--- config.mk ---
export PLATFORM = sky130hd
export DESIGN_NAME = if_fetch_ctrl
export DESIGN_NICKNAME = d
export VERILOG_FILES = /design/src/rtl/if_fetch_ctrl.sv
export SDC_FILE = /design/constraint.sdc
export NUM_CORES = 1
export LEC_CHECK = 0
export ABC_AREA = 1
export BUFFER_PORTS_ARGS = -buffer_cell sky130_fd_sc_hd__buf_2
export CAP_MARGIN = 20
export CORE_ASPECT_RATIO = 1.2
export CORE_MARGIN = 2
export CORE_UTILIZATION = 55
export DETAILED_ROUTE_END_ITERATION = 16
export PLACE_DENSITY = 0.87
export SYNTH_ARGS = -nofsm -noshare
export SYNTH_HDL_FRONTEND = slang
export SYNTH_SLANG_ARGS = --single-unit
--- constraint.sdc ---
create_clock -name clk -period 7.85 [get_ports clk]
set_input_delay 1.9625 -clock clk [delete_from_list [all_inputs] [get_ports clk]]
set_output_delay 1.9625 -clock clk [all_outputs]
set_load 0.005 [all_outputs]
--- src/rtl/if_fetch_ctrl.sv ---
// -----------------------------------------------------------------------------
// if_fetch_ctrl
//
// Instruction-fetch initiator. Owns the fetch PC, issues word-aligned fetch
// requests to instruction memory, tracks the PCs of in-flight requests and
// collects the in-order responses into a small instruction buffer whose head
// is presented to the IF/ID register.
//
// Ports:
//   clk                   clock, all state updates on the rising edge
//   rst                   synchronous active-high reset
//   stall_i               IF/ID not accepting, buffer head is held
//   branch_flag_i         redirect request this cycle (overrides stall_i)
//   branch_target_addr_i  redirect PC, bits [1:0] ignored
//   ce_o / addr_o         fetch request valid / word-aligned fetch address
//   req_ready_i           memory accepts the request this cycle
//   inst_valid_i / inst_i in-order response valid / instruction word
//   if_pc_o / if_inst_o   buffer head PC / instruction (NOP_INST when empty)
//   if_valid_o            buffer head valid
// -----------------------------------------------------------------------------
module if_fetch_ctrl #(
  parameter logic [31:0] RESET_PC  = 32'h0000_0000,
  parameter int          BUF_DEPTH = 2,
  parameter logic [31:0] NOP_INST  = 32'h0000_0013
) (
  input  logic        clk,
  input  logic        rst,
  input  logic        stall_i,
  input  logic        branch_flag_i,
  input  logic [31:0] branch_target_addr_i,
  output logic        ce_o,
  output logic [31:0] addr_o,
  input  logic        req_ready_i,
  input  logic        inst_valid_i,
  input  logic [31:0] inst_i,
  output logic [31:0] if_pc_o,
  output logic [31:0] if_inst_o,
  output logic        if_valid_o
);

  localparam int PTR_W = $clog2(BUF_DEPTH);
  localparam int CNT_W = PTR_W + 1;
  localparam logic [CNT_W:0] DEPTH_C = (CNT_W + 1)'(BUF_DEPTH);

  logic [31:0]      fetch_pc_q, fetch_pc_d;
  logic [CNT_W-1:0] outst_q, outst_d;
  logic [CNT_W-1:0] drop_q, drop_d;

  // PCs of requests accepted by memory but not yet answered
  logic [31:0]      fq_pc_q [BUF_DEPTH];
  logic [31:0]      fq_pc_d [BUF_DEPTH];
  logic [PTR_W-1:0] fq_wr_q, fq_wr_d;
  logic [PTR_W-1:0] fq_rd_q, fq_rd_d;

  // instruction buffer
  logic [31:0]      buf_pc_q   [BUF_DEPTH];
  logic [31:0]      buf_pc_d   [BUF_DEPTH];
  logic [31:0]      buf_inst_q [BUF_DEPTH];
  logic [31:0]      buf_inst_d [BUF_DEPTH];
  logic [PTR_W-1:0] buf_wr_q, buf_wr_d;
  logic [PTR_W-1:0] buf_rd_q, buf_rd_d;
  logic [CNT_W-1:0] buf_cnt_q, buf_cnt_d;

  logic credit_ok;
  logic accept;
  logic resp;
  logic pop;
  logic push;

  logic unused_tgt;
  assign unused_tgt = ^branch_target_addr_i[1:0];

  // Credits cover both in-flight and buffered entries, so every response
  // that is not dropped always finds a free buffer slot.
  assign credit_ok  = ({1'b0, outst_q} + {1'b0, buf_cnt_q}) < DEPTH_C;
  assign ce_o       = !rst && !branch_flag_i && credit_ok;
  assign addr_o     = {fetch_pc_q[31:2], 2'b00};

  assign if_valid_o = (buf_cnt_q != '0);
  assign if_pc_o    = if_valid_o ? buf_pc_q[buf_rd_q]   : 32'h0;
  assign if_inst_o  = if_valid_o ? buf_inst_q[buf_rd_q] : NOP_INST;

  assign accept = ce_o & req_ready_i;
  // A response with nothing outstanding is a protocol error and is ignored.
  assign resp   = inst_valid_i & (outst_q != '0);
  assign pop    = if_valid_o & ~stall_i & ~branch_flag_i;

  always_comb begin
    fetch_pc_d = fetch_pc_q;
    outst_d    = outst_q;
    drop_d     = drop_q;
    fq_pc_d    = fq_pc_q;
    fq_wr_d    = fq_wr_q;
    fq_rd_d    = fq_rd_q;
    buf_pc_d   = buf_pc_q;
    buf_inst_d = buf_inst_q;
    buf_wr_d   = buf_wr_q;
    buf_rd_d   = buf_rd_q;
    buf_cnt_d  = buf_cnt_q;
    push       = 1'b0;

    if (accept) begin
      fq_pc_d[fq_wr_q] = addr_o;
      fq_wr_d          = fq_wr_q + 1'b1;
      fetch_pc_d       = addr_o + 32'd4;
    end

    // The in-flight queue is popped for every response, dropped or not,
    // so it stays aligned with the memory's in-order return stream.
    if (resp) begin
      fq_rd_d = fq_rd_q + 1'b1;
    end
    outst_d = outst_q + CNT_W'(accept) - CNT_W'(resp);

    if (branch_flag_i) begin
      // Everything still in flight belongs to the old path; a response
      // arriving this very cycle is discarded directly.
      fetch_pc_d = {branch_target_addr_i[31:2], 2'b00};
      drop_d     = outst_q - CNT_W'(resp);
      buf_wr_d   = '0;
      buf_rd_d   = '0;
      buf_cnt_d  = '0;
    end else begin
      if (resp) begin
        if (drop_q != '0) begin
          drop_d = drop_q - 1'b1;
        end else begin
          push = 1'b1;
        end
      end
      if (push) begin
        buf_pc_d[buf_wr_q]   = fq_pc_q[fq_rd_q];
        buf_inst_d[buf_wr_q] = inst_i;
        buf_wr_d             = buf_wr_q + 1'b1;
      end
      if (pop) begin
        buf_rd_d = buf_rd_q + 1'b1;
      end
      buf_cnt_d = buf_cnt_q + CNT_W'(push) - CNT_W'(pop);
    end
  end

  always_ff @(posedge clk) begin
    if (rst) begin
      fetch_pc_q <= RESET_PC;
      outst_q    <= '0;
      drop_q     <= '0;
      fq_wr_q    <= '0;
      fq_rd_q    <= '0;
      buf_wr_q   <= '0;
      buf_rd_q   <= '0;
      buf_cnt_q  <= '0;
    end else begin
      fetch_pc_q <= fetch_pc_d;
      outst_q    <= outst_d;
      drop_q     <= drop_d;
      fq_pc_q    <= fq_pc_d;
      fq_wr_q    <= fq_wr_d;
      fq_rd_q    <= fq_rd_d;
      buf_pc_q   <= buf_pc_d;
      buf_inst_q <= buf_inst_d;
      buf_wr_q   <= buf_wr_d;
      buf_rd_q   <= buf_rd_d;
      buf_cnt_q  <= buf_cnt_d;
    end
  end

endmodule
Yosys cells after proc, flatten, opt, wreduce, memory -nomap -nowiden

Cells that the tools add are included.

Output and inout bits: 98
Word-level logic and storage cells: 87
Register bits after elaboration: 234
Input bits: 70

Muxes and demuxes: 26
Magnitude comparators: 7
$add $sub $neg: 12
Bitwise logic cells: 11
Reduce and logical (&&, ||, !) cells: 16

Operators with widths:

| operator                                                 | number |
|---|---|
| two-way mux 32 bit                                       | 15 |
| bitwise mux 64 bit                                       | 3 |
| demux 32 bit (select 1 bit)                              | 2 |
| adder 32 x 3 -> 32 bit, second input constant            | 1 |
| nonzero test 2 bit                                       | 6 |
| greater-or-equal comparator 2 bit, second input constant | 4 |
| NOT 1 -> 2 bit                                           | 4 |
| two-way mux 2 bit                                        | 3 |
| subtractor 2 x 1 -> 2 bit                                | 3 |
| adder 1 bit, second input constant                       | 4 |
| adder 2 x 1 -> 2 bit                                     | 2 |
| bitwise AND 1 bit                                        | 4 |
| logical AND 1 bit                                        | 4 |
| < comparator 2 x 1 -> 1 bit, second input constant       | 2 |
| AND reduction 2 bit                                      | 2 |
| adder 2 x 2 -> 3 bit                                     | 1 |
| < comparator 3 x 2 -> 1 bit, second input constant       | 1 |
| two-way mux 1 bit                                        | 3 |
| NOT 1 bit                                                | 3 |
| AND reduction 3 bit                                      | 1 |
| zero test 1 bit                                          | 2 |
| OR reduction 2 bit                                       | 1 |
| subtractor 2 x 1 -> 2 bit, second input constant         | 1 |

Longest topological paths before layout

Gate-level depths: netlist of run 1.

Depth after elaboration: 6
Gate-level depth with buffers: 13
Mapped depth without buffers: 11

Least setup slack after synthesis of run 1

OpenSTA, ideal clock, no wires.

Path kind: in2reg
From: input rst
To: register buf_inst_q[0] in the netlist's numbering, enable pin
Data arrival time: 6.663 ns
Path buffers: 1
Stages: 4
Data required time: 7.292 ns
Setup time: 0.558 ns
Path slack: 0.629 ns
Cells stage by stage: buf_6 -> nor2_4 -> clkinv_1 -> nor3_1

Word-level cells in the longest chain between the ends: 2

RTL lines:

| item                                 | RTL line | text |
|---|---|---|
| start, declared                      | 27       | `input logic rst,` |
| NOT 1 bit (no source line)           | --       |  |
| AND reduction 3 bit (no source line) | --       |  |
| end signal, assigned                 | 161      | `buf_inst_q <= buf_inst_d;` |
| end, declared                        | 58       | `logic [31:0] buf_inst_q [BUF_DEPTH];` |

No other way between the ends.
A chain may end at the register's enable or synchronous reset.

Worst setup path after layout of run 1

From: input branch_flag_i
To: output ce_o

Word-level cells in the longest chain between the ends: 3

RTL lines:

| item                            | RTL line | text |
|---|---|---|
| start, declared                 | 29       | `input logic branch_flag_i,` |
| zero test 1 bit                 | 76       | `assign ce_o = !rst && !branch_flag_i && credit_ok;` |
| logical AND 1 bit (2 in series) | 76       |  |
| end, declared                   | 31       | `output logic ce_o,` |

No other way between the ends.

==> results of run 1 <==
[sequential cells by signal, indices dropped and copies added (netlist names)]
register    flops
buf_rd_q        1
fq_wr_q         1
fetch_pc_q     30
buf_wr_q        1
buf_inst_q     64
buf_cnt_q       2
fq_rd_q         1
buf_pc_q       60
outst_q         2
fq_pc_q        60
drop_q          2
[cells by family after synthesis]
kind of cell / Yosys count / share of synthesized area, %
compound gates: 119 / 6.47
xor+xnor: 14 / 1.29
fa+ha+maj: 8 / 1.14
buf+inv: 110 / 4.98
flops: 224 / 66.8
other cells: 1 / 0.0396
simple gates: 445 / 19.3
[worst min-delay path, stage by stage, from the launching register on]
cell and delay [ps]:
dfxtp_1 320, nand2_1 60, a21oi_1 60
[worst min path at each step]
stage | slack [ps] | from | endpoint | cells past startpoint
after global routing | 520 | buf_wr_q | buf_wr_q | 2
after detailed placement | 480 | buf_wr_q | buf_wr_q | 2
after CTS | 490 | buf_wr_q | buf_wr_q | 2
after floorplan | 440 | buf_wr_q | buf_wr_q | 2
after global placement | 450 | buf_wr_q | buf_wr_q | 2
final | 490 | buf_wr_q | buf_wr_q | 2
[cell usage in the layout (no fill, tap or decap), drive strengths merged, types with 11 or more instances in the layout]
cell and instances:
o21ai 22, edfxtp 184, nand2 351, a21oi 87
nor2 47, dfxtp 40, clkbuf 28, buf 169
inv 66, nand3 36, xor2 11
[per-layer routing]
layer  GRT usage, %  vias to the layer above  part of all wire [%]
li1               -                     3353                     -
met1           25.9                     3195                    39
met2           38.8                      259                    51
met3           3.32                       44                   6.8
met4           8.64                        0                   3.0
met5              0                        -                     0
[power by group through the flow]
stage,Sequential [mW],Combinational (mW),Clock [mW]
2_1_floorplan,1.42,0.208,0
3_3_place_gp,1.43,0.305,0
3_5_place_dp,1.43,0.323,0
4_1_cts,1.41,0.326,1.03
5_1_grt,1.41,0.370,1.08
6_report,1.41,0.322,1.02
[stage by stage]
| stage | instances | setup WS (ps) | hold WS [ps] |
|---|---|---|---|
| 2_1_floorplan | 924 | 629 | 439 |
| 3_3_place_gp | 1265 | 2730 | 448 |
| 3_5_place_dp | 1265 | 2700 | 483 |
| 4_1_cts | 1302 | 2700 | 492 |
| 5_1_grt | 1303 | 2620 | 520 |
| 6_report | 1303 | 2700 | 490 |
[final cells by class]
| class | instances | area (um^2) |
|---|---|---|
| Tap cell | 216 | 270 |
| Clock inverter | 9 | 101 |
| Sequential cell | 224 | 6330 |
| Multi-Input combinational cell | 590 | 2710 |
| Fill cell | 1287 | 5700 |
| Clock buffer | 28 | 602 |
| Timing Repair Buffer | 169 | 886 |
| Inverter | 67 | 251 |
==> metrics.sh, run 1 <==
WORSTSETUPSTARTPOINTTYPE='input pin'
SYNTH.YOSYS.SEQ_AREA_SHARE_PCT=66.8
GRT_MAX_DEGREE=65
RSZ0062_AT_GRT='false'
DRTANTENNAVIOLNETS=0
CRIT_PATH_END='ce_o'
SYNTH_CELL_TYPE_COUNT=37
SETUP_FIX_BUFS_POST_CTS=0
GLOBALROUTEOVERFLOWTOTAL=0
SETUP-TNS-FINAL_PS=0
DPL_HPWL_UM=13000
NNETSFINAL=1151
FINAL_CELL_AREA_UM2=11100
RR_ENDPOINT='fetch_pc_q[12]'
FIRST_PASS_GRT_WIRE_LENGTH_UM=31100
ROUTABILITY_CONGESTION_ESTIMATE=0.931
SYNTHDOMINANTCELLAREASHARE_PCT=58.3
YOSYS.AREA.TOP_TYPE='edfxtp_1'
TRITONCTS='yes'
PORTBUFFERS=161
FIRST_GLOBAL_VIAS=6449
MAX_SLEW_MARGIN_PCT=33.7
MAX-CLOCK-PATH-BUFFERS=3
ASYNC_S_R_FF_SHARE_SYNTH_PCT=0
IR_DROP_uV=150
CPPEAKSTAGEDELAY_PS=320
CRITICAL_PATH_PEAK_FANOUT=31
MAX_CLOCK_FREQ_MHz=194
AREA_DELTA_SYNTH_FINAL_PCT=17.7
TIMING.CRITICAL_PATH.MODE_CELL='buf_2'
TOTAL_POWER_mW=2.75
CRITICAL_PATH_DEPTH=5
STANDARD_CELL_AREA_AFTER_DETAILED_PLACEMENT_UM2=10400
P_SWITCHING_uW=665
HOLD_PATH_CLASS='flop to flop'
CLK_ROOT_BUFFER_CELL='clkbuf_16'
YOSYS_WARNINGS=0
AVGVIACOUNTPERCELL=5.26
CLOCK_LATENCY_PS=490
DIE-AREA_UM2=18300
SYNTH_AREA_UM2=9470
SYNTH-EDFF-COUNT=184
POWER.STATIC_LEAKAGE_nW=4.63
POWER_FRAC_CLOCK_PCT=37.0
SYNTHESIS.AREA_PER_INSTANCE_UM2=10.3
WORSTMARGINPINSLEW_PS=994
SWITCHING_SHARE_PCT=24.2
TIMING.CRITICAL_PATH.BUF_INV=3
FLOORPLAN.INITIALDENSITY_PCT=56.2
CP.REQUIRED_PS=5890
HTREE_NUM_LEVELS=1
CTS.SINKS=224
FRACTION_OF_LAYOUT_INSTANCES_USING_A_DRIVE_STRENGTH_ABOVE_1_PCT=21.2
CLK_PIN_SLEW_PS=60
FIRST_ITER_VIOLATIONS=565
CRIT_PATH_CLASS='input pin to output pin'
CLOCK-SKEW-FINAL_PS=14.4
DRT_WL_TOTAL_UM=20100
CRIT_START='branch_flag_i'
FINAL_MAX_SLEW_VIOL_COUNT=0
FINAL_HOLD_VIOL_COUNT=0
RUN_STATUS='completed'
POWER.SHARE.SEQUENTIAL_PCT=51.3
WORST_R2R_STARTPOINT='buf_cnt_q[0]'
POSTSYNTH.TOPFLOPCELL='edfxtp_1'
DIE_HEIGHT_UM=148
SYNTH.FF_LATCH_COUNT=224
WORST_PATH_MAX_DELAY_CELL='clkinv_1'
CRITPATHTOPFAMILY='buffers and inverters'
TOP_CELLS_BY_INSTANCE_COUNT_AFTER_SYNTHESIS='347 x nand2_1, 184 x edfxtp_1, 87 x a21oi_1'
NETLIST_INSTANCES=921
CELL_WITH_THE_MOST_INSTANCES_AFTER_SYNTHESIS='nand2_1'
POSTCTSRESIZEDCELLS=0
VIA_COUNT=6851
TIMING.REG2REG.SETUP_SLACK_PS=5240
DIEWIDTH_UM=124
LAYOUT_WORST_PATH_CYCLE_SHARE_PCT=65.6
CORE_REGION_AREA_UM2=16900
CTS_HOLD_REPAIR.BUFFERS=0
CRITICAL_PATH.CELL_CHAIN='buf_2 > nor2_4 > clkinv_1 > nor3_1 > buf_2'
SETUP_VIOLATIONS=0
IO_PINS=168
TIMING.FINAL.CRIT_PERIOD_PS=5150
WORSTREGTOREGCELLS=11
PWR-SHARE-COMB_PCT=11.7
POWER_PER_CELL_AREA_nW_PER_UM2=246
INTERNAL-POWER_mW=2.08
NETLIST_TOP_CELLS_AREA='edfxtp_1 58%, nand2_1 14%, dfxtp_1 8.5%, a21oi_1 4.6%, inv_1 2.5%'
TIMING.MAX_CAP.VIOLATIONS=0
CRITICAL_PATH_ARRIVAL_PS=3190
CTS-BUFFERS-INSERTED=21
CRIT_PATH_END_KIND='output pin'
DRT_FIRST_PASS_ITERS=5
ANTENNADIODECOUNT=0
ROW_COUNT=52
GLOBAL_ROUTE.USAGE.TOTAL_PCT=21.7
LAYOUT.CORE_UTILIZATION_PCT=66.1
GRT_ANTENNA_BEFORE_REPAIR=0
REMAINING_DRC_ERRORS=0
POST_DRT_WL_PER_CELL_UM=15.4
Power figures use the tool's default switching activity.
==> run 2, diff against run 1 <==
==> constraint.sdc (replaced) <==
create_clock -name clk -period 4.9 [get_ports clk]
set_input_delay 1.225 -clock clk [delete_from_list [all_inputs] [get_ports clk]]
set_output_delay 1.225 -clock clk [all_outputs]
set_load 0.005 [all_outputs]
==> metrics.sh, run 2 (synthesis gave the netlist of run 1 again) <==
DRT_FIRST_PASS_ITERS=5  # unchanged
CRIT_PATH_END_KIND='output pin'
HOLD_PATH_CLASS='flop to flop'
CTS-BUFFERS-INSERTED=21  # unchanged
RSZ0062_AT_GRT='false'
POST_DRT_WL_PER_CELL_UM=15.0  # -2.8%
IO_PINS=168  # unchanged
REGISTER_AREA_UM2=6330  # unchanged
CRITICAL_PATH.CELL_CHAIN='buf_2 > nor2_4 > clkinv_1 > nor3_1 > buf_2'
LARGEST_REG_FLOPS=64  # unchanged
WORSTMARGINPINSLEW_PS=1000  # +6.71 ps
MAX-CLOCK-PATH-BUFFERS=3  # unchanged
CRITICAL_PATH_ARRIVAL_PS=2610  # -580 ps
HTREE_NUM_LEVELS=1  # unchanged
GLOBAL_ROUTE.USAGE.TOTAL_PCT=21.0  # -0.68 points
CORE_REGION_AREA_UM2=16900  # unchanged
TIMING.MAX_CAP.VIOLATIONS=0  # unchanged
DPL_HPWL_UM=12900  # -0.65%
FIRST_GLOBAL_VIAS=6232  # -3.4%
CPPEAKSTAGEDELAY_PS=340  # +20 ps
CRIT_PATH_CLASS='input pin to output pin'
FINAL_MAX_SLEW_VIOL_COUNT=0  # unchanged
PORTBUFFERS=161  # unchanged
MAX_SLEW_MARGIN_PCT=33.1  # -0.53 points
CLOCK-SKEW-FINAL_PS=15.1  # +0.778 ps
FIRST_ITER_VIOLATIONS=554  # -1.9%
VIA_COUNT=6761  # -1.3%
MULTI_INPUT_COMBINATIONAL_CELL_AREA_UM2=2720  # +0.23%
FINAL_HOLD_VIOL_COUNT=0  # unchanged
NNETSFINAL=1152  # +0.087%
FRACTION_OF_LAYOUT_INSTANCES_USING_A_DRIVE_STRENGTH_ABOVE_1_PCT=21.0  # -0.11 points
MOSTFREQUENTLAYOUTCELLS='347 x nand2_1, 184 x edfxtp_1, 161 x buf_2'
TIMING.FINAL.CRIT_PERIOD_PS=3840
RUN_STATUS='completed'
REMAINING_DRC_ERRORS=0  # unchanged
FLOORPLAN.INITIALDENSITY_PCT=56.2  # unchanged
POWER_PER_CELL_AREA_nW_PER_UM2=385  # +56%
MAX_CLOCK_FREQ_MHz=261
SETUP-TNS-FINAL_PS=0  # unchanged
LAYOUT_WORST_PATH_CYCLE_SHARE_PCT=78.3
AVGVIACOUNTPERCELL=5.18  # -1.4%
DRTANTENNAVIOLNETS=0  # unchanged
MAX_FLOP_REGISTER='buf_inst_q'
FIN_HOLD_WS_PS=516  # +25.6 ps
CLK_ROOT_BUFFER_CELL='clkbuf_16'
IR_DROP_uV=283  # +88%
TIMING.CRITICAL_PATH.BUF_INV=3  # unchanged
FINAL-INSTANCE-COUNT-EXCL-FILL=1304  # +0.077%
GRT_MAX_DEGREE=65  # unchanged
FIRST_PASS_GRT_WIRE_LENGTH_UM=30500  # -2.0%
AREA_DELTA_SYNTH_FINAL_PCT=17.1
CLK_PIN_SLEW_PS=70  # about the same
WORST_PATH_MAX_DELAY_CELL='clkinv_1'
CLOCK_LATENCY_PS=490  # about the same
LAYOUT.CELLS.MOST_COMMON='nand2_1'
POSTCTSRESIZEDCELLS=0  # unchanged
DIEWIDTH_UM=124  # unchanged
GLOBALROUTEOVERFLOWTOTAL=0  # unchanged
DIE-AREA_UM2=18300  # unchanged
LARGEST_REGS='buf_inst_q: 64 flops, buf_pc_q: 60 flops, fq_pc_q: 60 flops'
LAYOUT.CORE_UTILIZATION_PCT=65.8  # -0.31 points
CP.REQUIRED_PS=3670  # -2220 ps
WORSTSETUPSTARTPOINTTYPE='input pin'
ANTENNADIODECOUNT=0  # unchanged
TIMING.CRITICAL_PATH.MODE_CELL='buf_2'
CTS.SINKS=224  # unchanged
SETUP_FIX_BUFS_POST_CTS=0  # unchanged
TRITONCTS='yes'
POWER.STATIC_LEAKAGE_nW=4.62  # -0.28%
DP_WORST_SETUP_SLACK_PS=1050  # -1650 ps
ROUTABILITY_CONGESTION_ESTIMATE=0.973  # +4.5%
DRT_WL_TOTAL_UM=19500  # -2.8%
CTS_HOLD_REPAIR.BUFFERS=0  # unchanged
CRITICAL_PATH_PEAK_FANOUT=31  # unchanged
DP.CELLS=1266  # +0.079%
FILLERINSTANCES=1312  # +1.9%
DIE_HEIGHT_UM=148  # unchanged
WORST_SETUP_SLACK_FINAL_PS=1060  # -1630 ps
ROW_COUNT=52  # unchanged
CRITPATHTOPFAMILY='buffers and inverters'
SETUP_VIOLATIONS=0  # unchanged
GRT_ANTENNA_BEFORE_REPAIR=0  # unchanged
-- run 2: cell types whose count changed in the layout (fill, tap and decap cells not counted), sizes merged --
cell / previous run / this run
buf: 169 / 170
bufinv: 2 / 0
clkbuf: 28 / 26
clkinv: 7 / 11
-- run 2: cell type report --
| class | count | area share, % |
|---|---|---|
| Clock buffer | 26 | 5.28 |
| Inverter | 67 | 2.27 |
| Sequential cell | 224 | 57.0 |
| Tap cell | 216 | 2.44 |
| Timing Repair Buffer | 170 | 7.98 |
| Clock inverter | 11 | 0.530 |
| Multi-Input combinational cell | 590 | 24.5 |
-- run 2: power by group --
part | switching, mW | internal, mW | total [mW]
sequential | 0.0613 | 2.19 | 2.25
combinational | 0.340 | 0.172 | 0.512
clock | 0.658 | 0.849 | 1.51
-- run 2: final timing paths --
check	start	depth (start not counted)	slack [ps]	end
min	buf_wr_q	2	520	buf_wr_q
max	branch_flag_i	5	1060	ce_o
max reg2reg	buf_cnt_q[1]	8	2300	buf_cnt_q[1]
min reg2reg	buf_wr_q	2	520	buf_wr_q
-- run 2: through the flow --
stage | instance area (um^2) | power (mW)
CTS | 11100 | 4.29
floorplan | 9490 | 2.61
detailed placement | 10400 | 2.81
global route | 11100 | 4.45
finish | 11100 | 4.27
global placement | 10400 | 2.77
-- run 2: layer usage --
layer | GRT usage (%) | part of all wire (%) | vias up
li1 | - | - | 3355
met1 | 27.3 | 41 | 3127
met2 | 36.3 | 50 | 246
met3 | 2.85 | 6.9 | 33
met4 | 6.70 | 2.2 | 0
met5 | 0 | 0 | -
-- run 2: worst min-delay path: cells and delay by family (launching register included) --
| family | cells | cell delay [ps] |
|---|---|---|
| compound gates | 1 | 70 |
| simple gates | 1 | 70 |
| flops | 1 | 320 |
